--- src/rtl/digit_serial_addsub_pkg.sv ---
// Shared constants for the digit-serial add/sub sequencer.
// State encodings, digit width and counter sizing helper.
package digit_serial_addsub_pkg;

   localparam int DIGIT_W = 2;

   localparam logic [1:0] ST_IDLE = 2'd0;
   localparam logic [1:0] ST_RUN  = 2'd1;
   localparam logic [1:0] ST_DONE = 2'd2;

   // Enough bits to count WIDTH/2 digits, with one spare for WIDTH=2.
   function automatic int cnt_width(input int width);
      return $clog2(width / DIGIT_W) + 1;
   endfunction

endpackage

--- src/rtl/digit_serial_addsub_slice.sv ---
// Two-bit ripple add slice used as the digit datapath.
// Optional B inversion via sub_i; carry in and out of both bits.
module twoBitAdder (
   input  logic [1:0] a_i,
   input  logic [1:0] b_i,
   input  logic       cin0_i,
   input  logic       sub_i,
   output logic [1:0] sum_o,
   output logic       c1_o
);

   logic [1:0] bx;
   logic       c0;

   assign bx = b_i ^ {2{sub_i}};

   assign sum_o[0] = a_i[0] ^ bx[0] ^ cin0_i;
   assign c0       = (a_i[0] & bx[0]) | (cin0_i & (a_i[0] ^ bx[0]));

   assign sum_o[1] = a_i[1] ^ bx[1] ^ c0;
   assign c1_o     = (a_i[1] & bx[1]) | (c0 & (a_i[1] ^ bx[1]));

endmodule

--- src/rtl/digit_serial_addsub.sv ---
// Sequencer feeding WIDTH-bit operands through a 2-bit slice, LSB digit
// first, with a registered carry linking digits; valid/ready on both sides.
module digit_serial_addsub
   import digit_serial_addsub_pkg::*;
#(
   parameter int WIDTH = 8
) (
   input  logic             clk,
   input  logic             reset,
   input  logic             in_valid,
   output logic             in_ready,
   input  logic [WIDTH-1:0] op_a,
   input  logic [WIDTH-1:0] op_b,
   input  logic             op_sub,
   output logic             out_valid,
   input  logic             out_ready,
   output logic [WIDTH-1:0] result,
   output logic             carry_out,
   output logic             overflow
);

   localparam int CNT_W = cnt_width(WIDTH);
   localparam int NDIG  = WIDTH / DIGIT_W;
   localparam logic [CNT_W-1:0] LAST = CNT_W'(NDIG - 1);

   if (((WIDTH % 2) != 0) || (WIDTH < 2)) begin : g_width_chk
      $error("digit_serial_addsub: WIDTH must be even and >= 2");
   end

   logic [1:0]       state_q, state_d;
   logic [WIDTH-1:0] a_q, a_d;
   logic [WIDTH-1:0] b_q, b_d;
   logic [CNT_W-1:0] cnt_q, cnt_d;
   logic             carry_q, carry_d;
   logic [WIDTH-1:0] res_q, res_d;
   logic             cout_q, cout_d;
   logic             ovf_q, ovf_d;
   logic             msb_a_q, msb_a_d;
   logic             msb_b_q, msb_b_d;

   logic [1:0]       dsum;
   logic             dc1;
   logic [WIDTH-1:0] sum_ext;
   logic [WIDTH-1:0] res_shift;

   // Inversion for subtract is applied at accept, so the slice only adds.
   twoBitAdder u_slice (
      .a_i    (a_q[1:0]),
      .b_i    (b_q[1:0]),
      .cin0_i (carry_q),
      .sub_i  (1'b0),
      .sum_o  (dsum),
      .c1_o   (dc1)
   );

   always_comb begin
      sum_ext = '0;
      sum_ext[DIGIT_W-1:0] = dsum;
      res_shift = (res_q >> DIGIT_W) | (sum_ext << (WIDTH - DIGIT_W));
   end

   always_comb begin
      state_d = state_q;
      a_d     = a_q;
      b_d     = b_q;
      cnt_d   = cnt_q;
      carry_d = carry_q;
      res_d   = res_q;
      cout_d  = cout_q;
      ovf_d   = ovf_q;
      msb_a_d = msb_a_q;
      msb_b_d = msb_b_q;
      unique case (state_q)
         ST_IDLE: begin
            if (in_valid) begin
               a_d     = op_a;
               b_d     = op_b ^ {WIDTH{op_sub}};
               msb_a_d = op_a[WIDTH-1];
               msb_b_d = op_b[WIDTH-1] ^ op_sub;
               carry_d = op_sub;
               cnt_d   = '0;
               state_d = ST_RUN;
            end
         end
         ST_RUN: begin
            a_d     = a_q >> DIGIT_W;
            b_d     = b_q >> DIGIT_W;
            res_d   = res_shift;
            carry_d = dc1;
            cnt_d   = cnt_q + 1'b1;
            if (cnt_q == LAST) begin
               cout_d  = dc1;
               ovf_d   = (msb_a_q == msb_b_q) &&
                         (res_shift[WIDTH-1] != msb_a_q);
               state_d = ST_DONE;
            end
         end
         ST_DONE: begin
            if (out_ready) begin
               state_d = ST_IDLE;
            end
         end
         default: begin
            state_d = ST_IDLE;
         end
      endcase
   end

   always_ff @(posedge clk or posedge reset) begin
      if (reset) begin
         state_q <= ST_IDLE;
         a_q     <= '0;
         b_q     <= '0;
         cnt_q   <= '0;
         carry_q <= 1'b0;
         res_q   <= '0;
         cout_q  <= 1'b0;
         ovf_q   <= 1'b0;
         msb_a_q <= 1'b0;
         msb_b_q <= 1'b0;
      end else begin
         state_q <= state_d;
         a_q     <= a_d;
         b_q     <= b_d;
         cnt_q   <= cnt_d;
         carry_q <= carry_d;
         res_q   <= res_d;
         cout_q  <= cout_d;
         ovf_q   <= ovf_d;
         msb_a_q <= msb_a_d;
         msb_b_q <= msb_b_d;
      end
   end

   assign in_ready  = (state_q == ST_IDLE);
   assign out_valid = (state_q == ST_DONE);
   assign result    = res_q;
   assign carry_out = cout_q;
   assign overflow  = ovf_q;

endmodule

--- config.mk ---
export PLATFORM = sky130hd
export DESIGN_NAME = digit_serial_addsub
export DESIGN_NICKNAME = d
export VERILOG_FILES = /design/src/rtl/digit_serial_addsub_pkg.sv /design/src/rtl/digit_serial_addsub_slice.sv /design/src/rtl/digit_serial_addsub.sv
export SDC_FILE = /design/constraint.sdc
export NUM_CORES = 1
export LEC_CHECK = 0
export ABC_AREA = 1
export ABC_CLOCK_PERIOD_IN_PS = 1500
export CORE_MARGIN = 5
export CORE_UTILIZATION = 40
export CTS_BUF_LIST = sky130_fd_sc_hd__clkbuf_8 sky130_fd_sc_hd__clkbuf_16
export DETAILED_ROUTE_END_ITERATION = 7
export PLACE_DENSITY = 0.67
export SETUP_SLACK_MARGIN = 0.2
export SYNTH_ARGS = -nofsm -noshare
export SYNTH_HDL_FRONTEND = slang
export SYNTH_SLANG_ARGS = --single-unit
--- constraint.sdc ---
create_clock -name clk -period 1.5 [get_ports clk]
set_input_delay 0.3 -clock clk [delete_from_list [all_inputs] [get_ports clk]]
set_output_delay 0.3 -clock clk [all_outputs]
set_load 0.03 [all_outputs]
* Word level (Yosys, flattened, before mapping)
Index checks and enable logic that the tools add are counted.
** Word-level totals
- Output and inout port bits :: 12
- Bits in registers :: 34
- Input bits :: 21
- Logic and storage cells :: 51
** Cells by class
- Mux-type cells :: 12
- Add/subtract/negate cells :: 1
- Equal/unequal tests :: 8
- Bitwise logic cells :: 13
- Reduce and logical (&&, ||, !) cells :: 7
** Operator list (count)
- $pmux 8 s2 :: 2
- $mux 8 :: 2
- $or 6x8->8 :: 1
- $xor 8x8->8 :: 1
- $mux 2 :: 3
- $pmux 2 s3 :: 1
- $pmux 3 s2 :: 1
- $reduce_and 2->1 :: 3
- $xor 1x1->1 :: 5
- $and 1x1->1 :: 4
- $ne 2x2->1 const B :: 2
- $add 3x1->3 const B :: 1
- $eq 3x2->1 const B :: 1
- $mux 3 :: 1
- $reduce_and 3->1 :: 1
- $eq 2x1->1 const B :: 1
- $eq 2x2->1 const B :: 1
- $logic_not 2->1 :: 1
- $ne 2x1->1 const B :: 1
- $or 1x1->1 :: 2
- $pmux 1 s2 :: 1
- $reduce_bool 2->1 :: 1
- $eq 1x1->1 :: 1
- $logic_and 1x1->1 :: 1
- other kinds (2) :: 2

* Depth between registers and ports, before layout
Gate-level depths: netlist (run 1).
- Depth in word-level cells :: 7
- Gate-level depth with buffers :: 7
- Depth with buffers taken out :: 7

* Modules after synthesis
From an unflattened synthesis (run 1), not the netlist that was laid out.
** Unflattened totals
- Cells, all modules :: 225
- Area, all modules :: 1680.4 sq um
** Modules (own cells, without submodules)
- digit_serial_addsub :: seq. area each 850.8 sq um, area each 1606.5 sq um, cells an instance 214, times used 1
- twoBitAdder :: seq. area each 0.0 sq um, area each 73.8 sq um, cells an instance 11, times used 1

* Worst setup path after synthesis (run 1)
OpenSTA, ideal clock, no wires.
- Path type :: register -> register
- From :: register a_q[0]
- To :: register ovf_q (netlist: overflow)
- Cell stages (with the launch flop) :: 8
- Required time :: 1.383 ns
- Library setup time :: 0.117 ns
- Arrival time :: 1.531 ns
- Clock period less this slack :: 1.647 ns
- Buffers on the path :: 0
- Slack :: -0.147 ns
- Cell sequence :: dfrtp_1 fa_1 fa_1 inv_1 nand3_1 nand2_1 nand2_1 nand2_1
** Between the ends
- Cells in the longest elaborated chain, start to end :: 7
- Elaborated cells on any way between the ends :: 8
- Classes of those cells :: eq/ne: 1; bitwise: 6; reduce/logical: 1
** RTL lines
- start: declaration :: RTL line digit_serial_addsub.sv:31 : logic [WIDTH-1:0] a_q, a_d;
- start signal: assignment :: RTL line digit_serial_addsub.sv:112 : a_q <= '0;
- start signal: assignment :: RTL line digit_serial_addsub.sv:123 : a_q <= a_d;
- $xor 1x1->1 :: RTL line digit_serial_addsub_slice.sv:18 : assign c0 = (a_i[0] & bx[0]) | (cin0_i & (a_i[0] ^ bx[0]));
- $and 1x1->1 :: RTL line digit_serial_addsub_slice.sv:18
- $or 1x1->1 * :: RTL line digit_serial_addsub_slice.sv:18
- $xor 1x1->1 * :: RTL line digit_serial_addsub_slice.sv:20 : assign sum_o[1] = a_i[1] ^ bx[1] ^ c0;
- via dsum[1] :: RTL line digit_serial_addsub.sv:41 : logic [1:0] dsum;
- $or 6x8->8 * :: RTL line digit_serial_addsub.sv:59 : res_shift = (res_q >> DIGIT_W) | (sum_ext << (WIDTH - DIGIT_W));
- $ne 1x1->1 * :: RTL line digit_serial_addsub.sv:94 : (res_shift[WIDTH-1] != msb_a_q);
- $logic_and 1x1->1 * :: RTL line digit_serial_addsub.sv:93 : ovf_d = (msb_a_q == msb_b_q) &&
- end signal: assignment :: RTL line digit_serial_addsub.sv:129 : ovf_q <= ovf_d;
- end: declaration :: RTL line digit_serial_addsub.sv:37 : logic ovf_q, ovf_d;
The timed path passes the listed nets; every way through them passes the cells marked *.
A chain may end at the register's enable or synchronous reset.

* Final worst setup path (run 1)
Same ends and word-level chain as after synthesis.

==> flow_summary.json, run 1 <==
{
  "critPathRequiredTime_ns": 1.68,
  "synth_area_per_cell_sq_um": 7.96,
  "clock_path_buffers": 2,
  "post_drt_wl_per_cell_um": 11.3,
  "p_int_mw": 2.59,
  "place_area_sq_um": 2150,
  "dr.first_iter.drc_count": 82,
  "sw_frac_of_total": 0.426,
  "crit_arrival_ns": 1.85,
  "drtAntennaViolNets": 0,
  "relSlewSlack": 0.858,
  "critPathLaunchType": "register",
  "reg2reg_from": "a_q[0]",
  "dp_hpwl_um": 2590,
  "synth_cell_types": 20,
  "slowest_stage": "fa_1",
  "final.setup.worst_slack_ns": -0.165,
  "worst_slew_pin_slew_ns": 0.213,
  "synth_top_area_frac": 0.492,
  "power_frac_comb": 0.512,
  "synth-edff-count": 0,
  "crit_path_frequent_cell": "nand2_1",
  "fp-row-count": 24,
  "dr.pass1.iters": 4,
  "cts_sinks": 34,
  "num-fill-cells": 426,
  "cp_top_family": "adder cells",
  "drt_wl_total_um": 3580,
  "yosys-top-cells-area": "dfrtp_1 (49%), nand2_1 (26%), nand3_1 (4.1%)",
  "cts_inserted_buffers": 5,
  "clock.fmax_ghz": 0.601,
  "fin_setup_tns_ns": -0.296,
  "vias": 1475,
  "path_clk_slew_ns": 0.07,
  "grt_pass1_wl_um": 6250,
  "async_flop_share": 1.00,
  "tritoncts": "yes",
  "max_stage_delay_ns": 0.50,
  "yosysTopAreaCell": "dfrtp_1",
  "rrSetupSlack_ns": -0.16,
  "stdcell_area_sq_um": 2290,
  "hold_class": "in2async",
  "initial_core_util": 0.405,
  "rsz0062_at_grt": "yes",
  "drv_slew": 0,
  "reg2reg_depth": 7,
  "core-area_sq_um": 4260,
  "seq_area_frac_synth": 0.492,
  "leakagePower_nw": 1.24,
  "p_total_mw": 4.51,
  "finalHoldViolations": 0,
  "port_buffers": 32,
  "grt_max_degree": 35,
  "gr-total-overflow": 0,
  "yosysMostFrequentCell": "nand2_1",
  "violations": "setup timing",
  "layout_min_cycle_time_ns": 1.66,
  "synthTopCellsByCount": "nand2_1 (120), dfrtp_1 (34), inv_1 (16)",
  "startpoint": "a_q[0]",
  "crit_type": "reg2reg",
  "clock_latency_ns": 0.28,
  "synth_fp_nets": 242,
  "crit_buf_inv": 1,
  "drcViolationCount": 0,
  "holdWs_ns": 0.355,
  "ir_drop_uv": 704,
  "cts_root_buffer": "clkbuf_8",
  "crit_chain": "fa_2, fa_1, inv_1, nand3_1, nand2_1, nand2_1, nand2_1",
  "outcome": "finished with violations",
  "groute.usage.overall": 0.145,
  "yosys_warnings": 0,
  "critPathCaptureType": "register",
  "antenna_found_initial": 0,
  "crit_fanout": 2,
  "netSwitchingPower_mw": 1.92,
  "dieArea_sq_um": 5730,
  "seqPwrFrac": 0.352,
  "area_growth_pct": 32.7,
  "h-tree-depth": 2,
  "n_antenna_cell": 0,
  "ios": 33,
  "fp.dieW_um": 75.7,
  "synth_seq_cells": 34,
  "avgViaCountPerCell": 4.65,
  "finalWeightedCongestion": 0.784,
  "drive_gt1_frac": 0.189,
  "ys.flop_type": "dfrtp_1",
  "pwr-share-clk": 0.136,
  "drv_cap": 0,
  "first_global_vias": 1431,
  "setup_viol": 3,
  "power_density_nw_per_um2": 1970,
  "clock_skew_ns": 0.00492,
  "synth_cells": 217,
  "layout.nets": 290,
  "die_h_um": 75.7,
  "synth_area_sq_um": 1730,
  "r2r_end": "overflow",
  "final.period_utilization": 1.11,
  "ctsHoldBuffers": 0
}
[per-layer routing]
metal  GRT usage  vias to the layer above  wire length (um)
met5           0                        -                 0
met4      0.0524                        0                63
met3      0.0396                        5               184
met2       0.246                       28              1720
met1       0.175                      688              1620
li1            -                      754                 -
[per-stage QoR]
stage | utilization | std cells | setup slack (ns)
finish | 0.538 | 317 | -0.165
global route | 0.538 | 317 | -0.275
CTS | 0.534 | 315 | -0.172
detailed placement | 0.504 | 304 | -0.162
global placement | 0.504 | 304 | -0.128
floorplan | - | 217 | -0.102
[cell usage in the layout, fill, tap and decap left out, types with 2 or more instances in the layout]
| master | synthesis | final |
|---|---|---|
| nand2_1 | 120 | 118 |
| dfrtp_1 | 34 | 33 |
| clkdlybuf4s50_1 | 0 | 20 |
| inv_1 | 16 | 18 |
| nand3_1 | 14 | 14 |
| buf_4 | 2 | 13 |
| clkdlybuf4s15_2 | 0 | 8 |
| clkbuf_8 | 0 | 5 |
| buf_6 | 4 | 4 |
| nand2_4 | 3 | 3 |
| o21ai_0 | 3 | 3 |
| nand2_2 | 1 | 3 |
| o21ai_1 | 3 | 3 |
| inv_2 | 2 | 2 |
| o21ai_2 | 2 | 2 |
| nor2_4 | 2 | 2 |
| ha_1 | 2 | 2 |
| buf_2 | 2 | 2 |
| buf_12 | 0 | 2 |
[power by group through the flow]
stage	combinational (mW)	clock (mW)	sequential, mW
after floorplan	1.38	0	1.77
after global placement	2.18	0	1.61
after detailed placement	2.21	0	1.62
after CTS	2.31	0.631	1.59
after global routing	2.62	0.677	1.64
final	2.31	0.611	1.59
[sequential cells by signal, indices dropped and copies added, names as in the netlist]
register and count:
msb_a_q 1, carry_out 1, a_q 8, state_q 2, result 8, overflow 1, carry_q 1, b_q 8
cnt_q 3, msb_b_q 1
[timing repair]
action,CTS,global route
gates cloned,0,0
buffers inserted,4,2
pin swaps,1,1
gates resized for setup,33,8
setup endpoints to repair,16,19
[area by class of cell]
cell class | count | area (sq um) | share of cell area
clock buffers | 5 | 68.8 | 0.0300
clock inverters | 2 | 7.51 | 0.00327
inverters | 18 | 67.6 | 0.0295
multi-input cells | 157 | 749 | 0.327
flip-flops and latches | 34 | 852 | 0.372
well taps | 52 | 65.1 | 0.0284
repair buffers | 49 | 483 | 0.211
[worst max-delay path by stage]
stage	to	slack, ns	cells past startpoint
finish	overflow	-0.16	7
global route	overflow	-0.27	7
CTS	overflow	-0.17	7
detailed placement	overflow	-0.16	7
global placement	overflow	-0.13	7
floorplan	overflow	-0.10	7
[worst min-delay path, stage by stage]
cell	delay, ns
clkdlybuf4s50_1	0.39
inv_1	0.09
buf_12	0.21
[cell families (layout without fill, tap and decap cells)]
group | Yosys count | count (layout) | share of synthesized area
AND/OR/NAND/NOR | 143 | 143 | 0.353
flip-flops | 34 | 34 | 0.492
buffers and inverters | 26 | 74 | 0.0797
AO/OA/AOI/OAI | 9 | 9 | 0.0319
adder cells (fa/ha/maj) | 4 | 4 | 0.0377
XOR/XNOR | 1 | 1 | 0.00507
(Power assumes the default switching activity.)
==> run 2, diff against run 1 <==
- DONT_BUFFER_PORTS: not set -> 1
- PLACE_DENSITY: 0.67 -> not set
==> run 2 against run 1 <==
The flow finishes with violations (hold timing, setup timing). Wire length down 1.8%. Fmax up 0.75%. Clock-buffer cell count up 1. Critical path depth unchanged. Clock skew up 0.0035 ns. Cell area down 17%. Setup slack better by 0.012 ns. Combinational power down 29%. Via count down 12%. Utilization down 9.2 points. Critical path type unchanged. Largest cell class unchanged.
==> flow_summary.json, run 2 (synthesis gave the netlist of run 1 again) <==
{
  "outcome": "finished with violations",
  "violations": "hold timing, setup timing",
  "final_common_cell": "nand2_1",
  "layout_common_cells": "nand2_1 (120), dfrtp_1 (34), inv_1 (16)",
  "first_global_vias": 1192,
  "crit_arrival_ns": 1.83,
  "finalWeightedCongestion": 0.791,
  "ir_drop_uv": 713,
  "ios": 33,
  "netSwitchingPower_mw": 1.90,
  "fp-row-count": 24,
  "port_buffers": 0,
  "power_frac_comb": 0.389,
  "grt_max_degree": 35,
  "antenna_found_initial": 0,
  "dieArea_sq_um": 5730,
  "dp_slack_ns": -0.168,
  "fp.dieW_um": 75.7,
  "rrSetupSlack_ns": -0.15,
  "critPathRequiredTime_ns": 1.68,
  "grt_pass1_wl_um": 5870,
  "rsz0062_at_grt": "yes",
  "post_drt_wl_per_cell_um": 12.7,
  "crit_type": "reg2reg",
  "drv_slew": 0,
  "die_h_um": 75.7,
  "area_growth_pct": 9.92,
  "dr.pass1.iters": 4,
  "drv_cap": 0,
  "cts_sinks": 34,
  "dp_hpwl_um": 2530,
  "drt_wl_total_um": 3520,
  "seqPwrFrac": 0.446,
  "dr.first_iter.drc_count": 73,
  "core-area_sq_um": 4260,
  "clock_latency_ns": 0.28,
  "clock_path_buffers": 2,
  "setup_viol": 3,
  "avgViaCountPerCell": 4.71,
  "vias": 1304,
  "final.setup.worst_slack_ns": -0.152,
  "ctsHoldBuffers": 0,
  "gr-total-overflow": 0,
  "drcViolationCount": 0,
  "clock.fmax_ghz": 0.605,
  "final.period_utilization": 1.10,
  "finalHoldViolations": 7,
  "holdWs_ns": -0.00771,
  "relSlewSlack": 0.661,
  "cts_inserted_buffers": 5,
  "p_int_mw": 2.29,
  "layout_min_cycle_time_ns": 1.65,
  "pwr-share-clk": 0.165,
  "hold_class": "in2async",
  "tritoncts": "yes",
  "leakagePower_nw": 1.06,
  "critPathCaptureType": "register",
  "sw_frac_of_total": 0.453,
  "drtAntennaViolNets": 0,
  "h-tree-depth": 2,
  "worst_slew_pin_slew_ns": 0.508,
  "initial_core_util": 0.405,
  "n_antenna_cell": 0,
  "power_density_nw_per_um2": 2210,
  "clock_skew_ns": 0.00841,
  "groute.usage.overall": 0.138,
  "drive_gt1_frac": 0.133,
  "crit_fanout": 2,
  "cts_root_buffer": "clkbuf_8",
  "layout.nets": 249,
  "critPathLaunchType": "register",
  "path_clk_slew_ns": 0.07
}
==> run 2: cell types whose count changed in the layout (fill, tap and decap cells not counted), sizes merged <==
cell,before,now
buf,21,8
clkbuf,5,6
clkdlybuf4s15,8,0
clkdlybuf4s50,20,0
clkinv,0,1
inv,20,19
==> run 2: through the flow <==
step                      utilization  setup TNS [ns]  instances  power (mW)  cell area [sq um]
after floorplan                     -          -0.117        217        3.15               1730
after global routing            0.445          -0.577        277        4.59               1900
final                           0.445          -0.278        277        4.20               1900
after detailed placement        0.418          -0.311        268        3.48               1780
after global placement          0.418          -0.182        268        3.43               1780
after CTS                       0.442          -0.328        277        4.21               1890
==> run 2: area by class of cell <==
class / count / area [sq um]
repair buffers: 8 / 60.1
clock inverters: 2 / 8.76
clock buffers: 6 / 82.6
well taps: 52 / 65.1
multi-input cells: 157 / 762
fillers: 445 / 2360
flip-flops and latches: 34 / 851
inverters: 18 / 70.1
==> run 2: final timing paths <==
| check | startpoint | endpoint | depth (start not counted) |
|---|---|---|---|
| worst min-delay path | reset | result[3] | 2 |
| worst max-delay path | carry_q | overflow | 7 |
| min in group clk | out_ready | state_q[1] | 1 |
| max in group asynchronous | reset | b_q[3] | 2 |
| worst min register to register | a_q[3] | a_q[3] | 2 |
| worst max register to register | carry_q | overflow | 7 |
==> run 2: routing by layer <==
metal	vias to the layer above	track usage	routed length, um
li1	674	-	-
met1	599	0.187	1630
met2	26	0.210	1640
met3	5	0.0383	180
met4	0	0.0524	67
met5	-	0	0
==> run 2: critical path, stage by stage (launching register included) <==
cell     delay, ns
dfrtp_1       0.40
fa_2          0.40
fa_1          0.52
inv_2         0.05
nand3_2       0.05
nand2_1       0.05
nand2_1       0.05
nand2_1       0.04
==> run 2: power by group through the flow <==
stage	clock, mW	sequential (mW)	combinational (mW)
floorplan	0	1.77	1.38
CTS	0.715	1.87	1.62
global route	0.752	1.93	1.91
finish	0.691	1.87	1.63
global placement	0	1.87	1.56
detailed placement	0	1.88	1.60
==> run 2: timing repair <==
action	CTS	global route
pin swaps	2	1
gates resized for setup	2	4
setup endpoints to repair	9	32
buffers inserted	1	0
==> RTL edit 1, RTL diff (flow settings as in run 2) <==
`a_q`, `b_q` and `res_q` no longer have a reset.
--- a/src/rtl/digit_serial_addsub.sv
+++ b/src/rtl/digit_serial_addsub.sv
@@ -111,7 +111,4 @@
          state_q <= ST_IDLE;
-         a_q     <= '0;
-         b_q     <= '0;
          cnt_q   <= '0;
          carry_q <= 1'b0;
-         res_q   <= '0;
          cout_q  <= 1'b0;
@@ -122,7 +119,4 @@
          state_q <= state_d;
-         a_q     <= a_d;
-         b_q     <= b_d;
          cnt_q   <= cnt_d;
          carry_q <= carry_d;
-         res_q   <= res_d;
          cout_q  <= cout_d;
@@ -132,2 +126,8 @@
       end
+   end
+
+   always_ff @(posedge clk) begin
+      a_q   <= a_d;
+      b_q   <= b_d;
+      res_q <= res_d;
    end
Formal check against the unedited RTL: differs if reset is asserted again (counterexample within 4 cycles, from zero or initial values and one cycle with reset high); with reset held inactive, the same outputs for 10 cycles.
==> RTL edit 1 against run 2 <==
The run ends with setup timing left; combinational power shrank 3%; synthesized area shrank 13%; routed wire length shrank 25%; sequential cell count is the same; final area shrank 6.1%; power grew 5.8%; setup slack lost 0.027 ns; die area shrank 11%.
==> RTL edit 1: results <==
metrics = {
    "synth": {
        "ys_seq_area_frac": 0.6424,
        "synth-edff-count": 24,
        "syn_avg_cell_area_um2": 11.11,
    },
    "placed_design": {
        "pre_cts_ws_ns": -0.2177,
        "place_area_um2": 1602,
        "post-place-cells": 187,
        "dp_hpwl_um": 1902,
    },
    "run_status": {
        "status": "finished, violations left",
        "violations": "setup timing",
    },
    "critical_path": {
        "cp.arrival_ns": 1.86,
        "worst-path-max-fanout": 3,
    },
    "finish": {
        "finalNetCount": 175,
        "drive_above_1_share": 0.2185,
    },
    "global_routing": {
        "grt_pass1_wl_um": 4319,
        "met1_usage": 0.1311,
        "grt_usage": 0.1114,
        "grt_pass1_vias": 934,
    },
    "power": {
        "p_seq_frac": 0.499,
        "p_clk_frac": 0.146,
        "power_leakage_uw": 0.0007863,
    },
    "routing": {
        "wl_met2_um": 1270,
        "wl_met3_um": 176,
    },
    "cts": {
        "hold_buffers": 1,
        "post_cts_buffers": 3,
    },
    "timing": {
        "setup_viol": 3,
        "setup_slack_ns": -0.1799,
    },
}
[RTL edit 1: through the flow]
| stage | hold slack [ns] | util |
|---|---|---|
| after floorplan | 0.1401 | - |
| after global placement | 0.1851 | 0.4375 |
| after detailed placement | 0.2002 | 0.4375 |
| after CTS | 0.1054 | 0.4802 |
| after global routing | 0.1125 | 0.4870 |
| final | 0.1134 | 0.4870 |
[RTL edit 1: worst register-to-register path: cells and delay by family (launching register included)]
kind                       cells  cell delay, ns
and+or+nand+nor                4            0.19
DFF                            1            0.40
adders and majority gates      2            0.93
buffers and inverters          1            0.05
[RTL edit 1: cell families after synthesis]
family                   Yosys count  synth area share
AND/OR/NAND/NOR                   71            0.1945
adder cells (fa/ha/maj)            4           0.04304
buffers and inverters             13           0.04967
flip-flops                        34            0.6424
XOR/XNOR                           8           0.04636
AO/OA/AOI/OAI                      6           0.02401
[RTL edit 1: worst paths after layout]
path | from | endpoint | slack [ns] | depth (start not counted)
min in group asynchronous | reset | carry_q$_DFFE_PP0P_ | 0.44 | 2
setup reg to reg | carry_q$_DFFE_PP0P_ | overflow$_DFFE_PP0P_ | -0.18 | 7
max in group asynchronous | reset | state_q[0]$_DFFE_PP0P_ | 0.76 | 2
hold / removal | out_ready | state_q[1]$_DFFE_PP0P_ | 0.11 | 1
setup / recovery | carry_q$_DFFE_PP0P_ | overflow$_DFFE_PP0P_ | -0.18 | 7
hold reg to reg | cnt_q[2]$_DFFE_PP0P_ | cnt_q[2]$_DFFE_PP0P_ | 0.49 | 2
[RTL edit 1: final cells by class]
cell class                      count  area [um^2]
Clock buffer                        5        68.82
Multi-Input combinational cell     89        504.2
Tap cell                           48        60.06
Clock inverter                      3        16.27
Fill cell                         336         1878
Timing Repair Buffer               10        105.1
Inverter                           10        56.30
Sequential cell                    34        972.2
==> RTL edit 2, RTL diff (flow settings as in run 2) <==
Made on the original files. Set the parameter `WIDTH` to 6 (it was 8).
--- a/src/rtl/digit_serial_addsub.sv
+++ b/src/rtl/digit_serial_addsub.sv
@@ -5,3 +5,3 @@
 #(
-   parameter int WIDTH = 8
+   parameter int WIDTH = 6
 ) (
Ports: changed (resized op_a, op_b and result); port bits go from 33 to 27. No check against the original RTL was run, so the function may have changed too.
==> RTL edit 2 against run 2 <==
The flow finishes with violations (setup timing); critical endpoint unchanged; final area decreased by 11%; routed wire length decreased by 17%; hold slack gained 0.14 ns; clock skew fell by 0.0073 ns; power shrank 8.5%; synthesized area is 18% lower; setup slack got worse by 0.033 ns; sequential share of layout area fell by 3.1 points; largest cell class unchanged; synthesized cell count down 18%; critical path type unchanged; sequential cell count fell by 6; utilization up 5.3 points.
==> RTL edit 2: results <==
metrics = {
    "timing": {
        "relSlewSlack": 0.7552,
        "setup_viol": 3,
        "setup_slack_ns": -0.1855,
        "skew_ns": 0.001134,
    },
    "power": {
        "ir_drop_v": 0.0007270,
        "p_int_uw": 2127,
        "power_leakage_uw": 0.0009175,
    },
    "routing": {
        "drt_iter0_drc": 25,
        "num_vias": 1108,
        "totalWireLength_um": 2915,
        "first_pass_iters": 4,
    },
    "synth": {
        "synthTopCellsByCount": "97 x nand2_1, 28 x dfrtp_1, 13 x inv_1, 12 x nand3_1",
        "synthArstFlopShare": 1.000,
        "ys.flop_type": "dfrtp_1",
        "synth_nets": 198,
        "yosys_warnings": 0,
        "ys_seq_area_frac": 0.4947,
        "synth_cell_types": 18,
        "yosys-top-cells-area": "dfrtp_1 49%, nand2_1 26%, nand3_1 4.2%, inv_1 3.4%, buf_6 3.2%",
    },
    "finish": {
        "finalNetCount": 214,
        "diodes": 0,
        "nFillCells": 333,
        "drive_above_1_share": 0.2147,
    },
    "critical_path": {
        "cp.arrival_ns": 1.86,
        "worst-path-max-fanout": 2,
        "cp_top_family": "adder cells",
        "critPathSlowestCell": "fa_1",
        "critPathMaxStageDelay_ns": 0.52,
    },
    "cts": {
        "cts_inserted_buffers": 3,
        "root_buffer": "clkbuf_8",
        "clk_pin_slew_worst_paths_ns": 0.09,
        "clk_path_buf_depth": 2,
        "cts_max_level": 1,
        "worstSkewPairLatency_ns": 0.27,
    },
    "placed_design": {
        "dp_hpwl_um": 2089,
        "port_buffers": 0,
        "pre_cts_ws_ns": -0.2006,
        "place_area_um2": 1494,
        "place.gp.congestion": 0.7973,
    },
    "global_routing": {
        "grt_usage": 0.1275,
        "met1_usage": 0.1471,
        "met3_usage": 0.03188,
        "met2_usage": 0.2140,
        "antenna_found_initial": 0,
        "grt_pass1_wl_um": 4933,
        "grt_max_degree": 29,
    },
    "run_status": {
        "status": "finished, violations left",
        "violations": "setup timing",
    },
    "min_path": {
        "hp-class": "in2reg",
    },
    "flow_run": {
        "max_cap_violations": 0,
    },
}
-- RTL edit 2: cell count changes after synthesis, moves of 3 or more --
cell / delta
inv_1: -3
o21ai_1: -3
dfrtp_1: -6
nand2_1: -23
-- RTL edit 2: timing repair --
action | CTS | global route
gates cloned | 0 | 1
setup endpoints to repair | 8 | 19
buffers inserted | 4 | 3
gates resized for setup | 5 | 16
hold buffers | 1 | 0
pin swaps | 2 | 10
endpoints found under the hold margin | 28 | 0
-- RTL edit 2: cell families after synthesis --
family | share of synthesized area
buffers and inverters | 0.07243
XOR/XNOR | 0.01237
flip-flops | 0.4947
AO/OA/AOI/OAI | 0.02562
AND/OR/NAND/NOR | 0.3489
adder cells (fa/ha/maj) | 0.04593
-- RTL edit 2: cell type report --
| class | instances | area share |
|---|---|---|
| Sequential cell | 28 | 0.4166 |
| Multi-Input combinational cell | 130 | 0.3862 |
| Timing Repair Buffer | 16 | 0.1045 |
| Inverter | 14 | 0.03410 |
| Tap cell | 46 | 0.03410 |
| Clock buffer | 3 | 0.02446 |
-- RTL edit 2: power by group through the flow --
stage	logic (uW)	clock network [uW]	registers (uW)
finish	1870	400	1570
CTS	1570	416	1560
global placement	1430	0	1550
global route	2110	434	1620
floorplan	1180	0	1480
detailed placement	1470	0	1560
-- RTL edit 2: worst paths after layout --
path | start | end | slack [ns] | cells after the start
max | a_q[0]$_DFFE_PP0P_ | overflow$_DFFE_PP0P_ | -0.19 | 7
min | op_a[4] | a_q[4]$_DFFE_PP0P_ | 0.13 | 2
max reg2reg | a_q[0]$_DFFE_PP0P_ | overflow$_DFFE_PP0P_ | -0.19 | 7
min reg2reg | a_q[5]$_DFFE_PP0P_ | a_q[5]$_DFFE_PP0P_ | 0.49 | 2
max in group asynchronous | reset | state_q[0]$_DFFE_PP0P_ | 0.68 | 3
min in group asynchronous | reset | result[2]$_DFFE_PP0P_ | 0.53 | 3
-- RTL edit 2: per-layer routing --
layer / wire length [um] / part of all wire
met1: 1279 / 0.44
met3: 135 / 0.046
met4: 68 / 0.023
met5: 0 / 0
met2: 1431 / 0.49
-- RTL edit 2: per-stage QoR --
step	instances	hold slack [ns]	setup TNS, ns	total power, uW	utilization
floorplan	177	0.3654	-0.1221	2664	-
global placement	225	0.2772	-0.1846	2982	0.4408
detailed placement	225	0.2843	-0.3974	3025	0.4408
CTS	233	0.1311	-0.3846	3548	0.4699
global route	237	0.1354	-0.6451	4167	0.4980
finish	237	0.1339	-0.4156	3837	0.4980
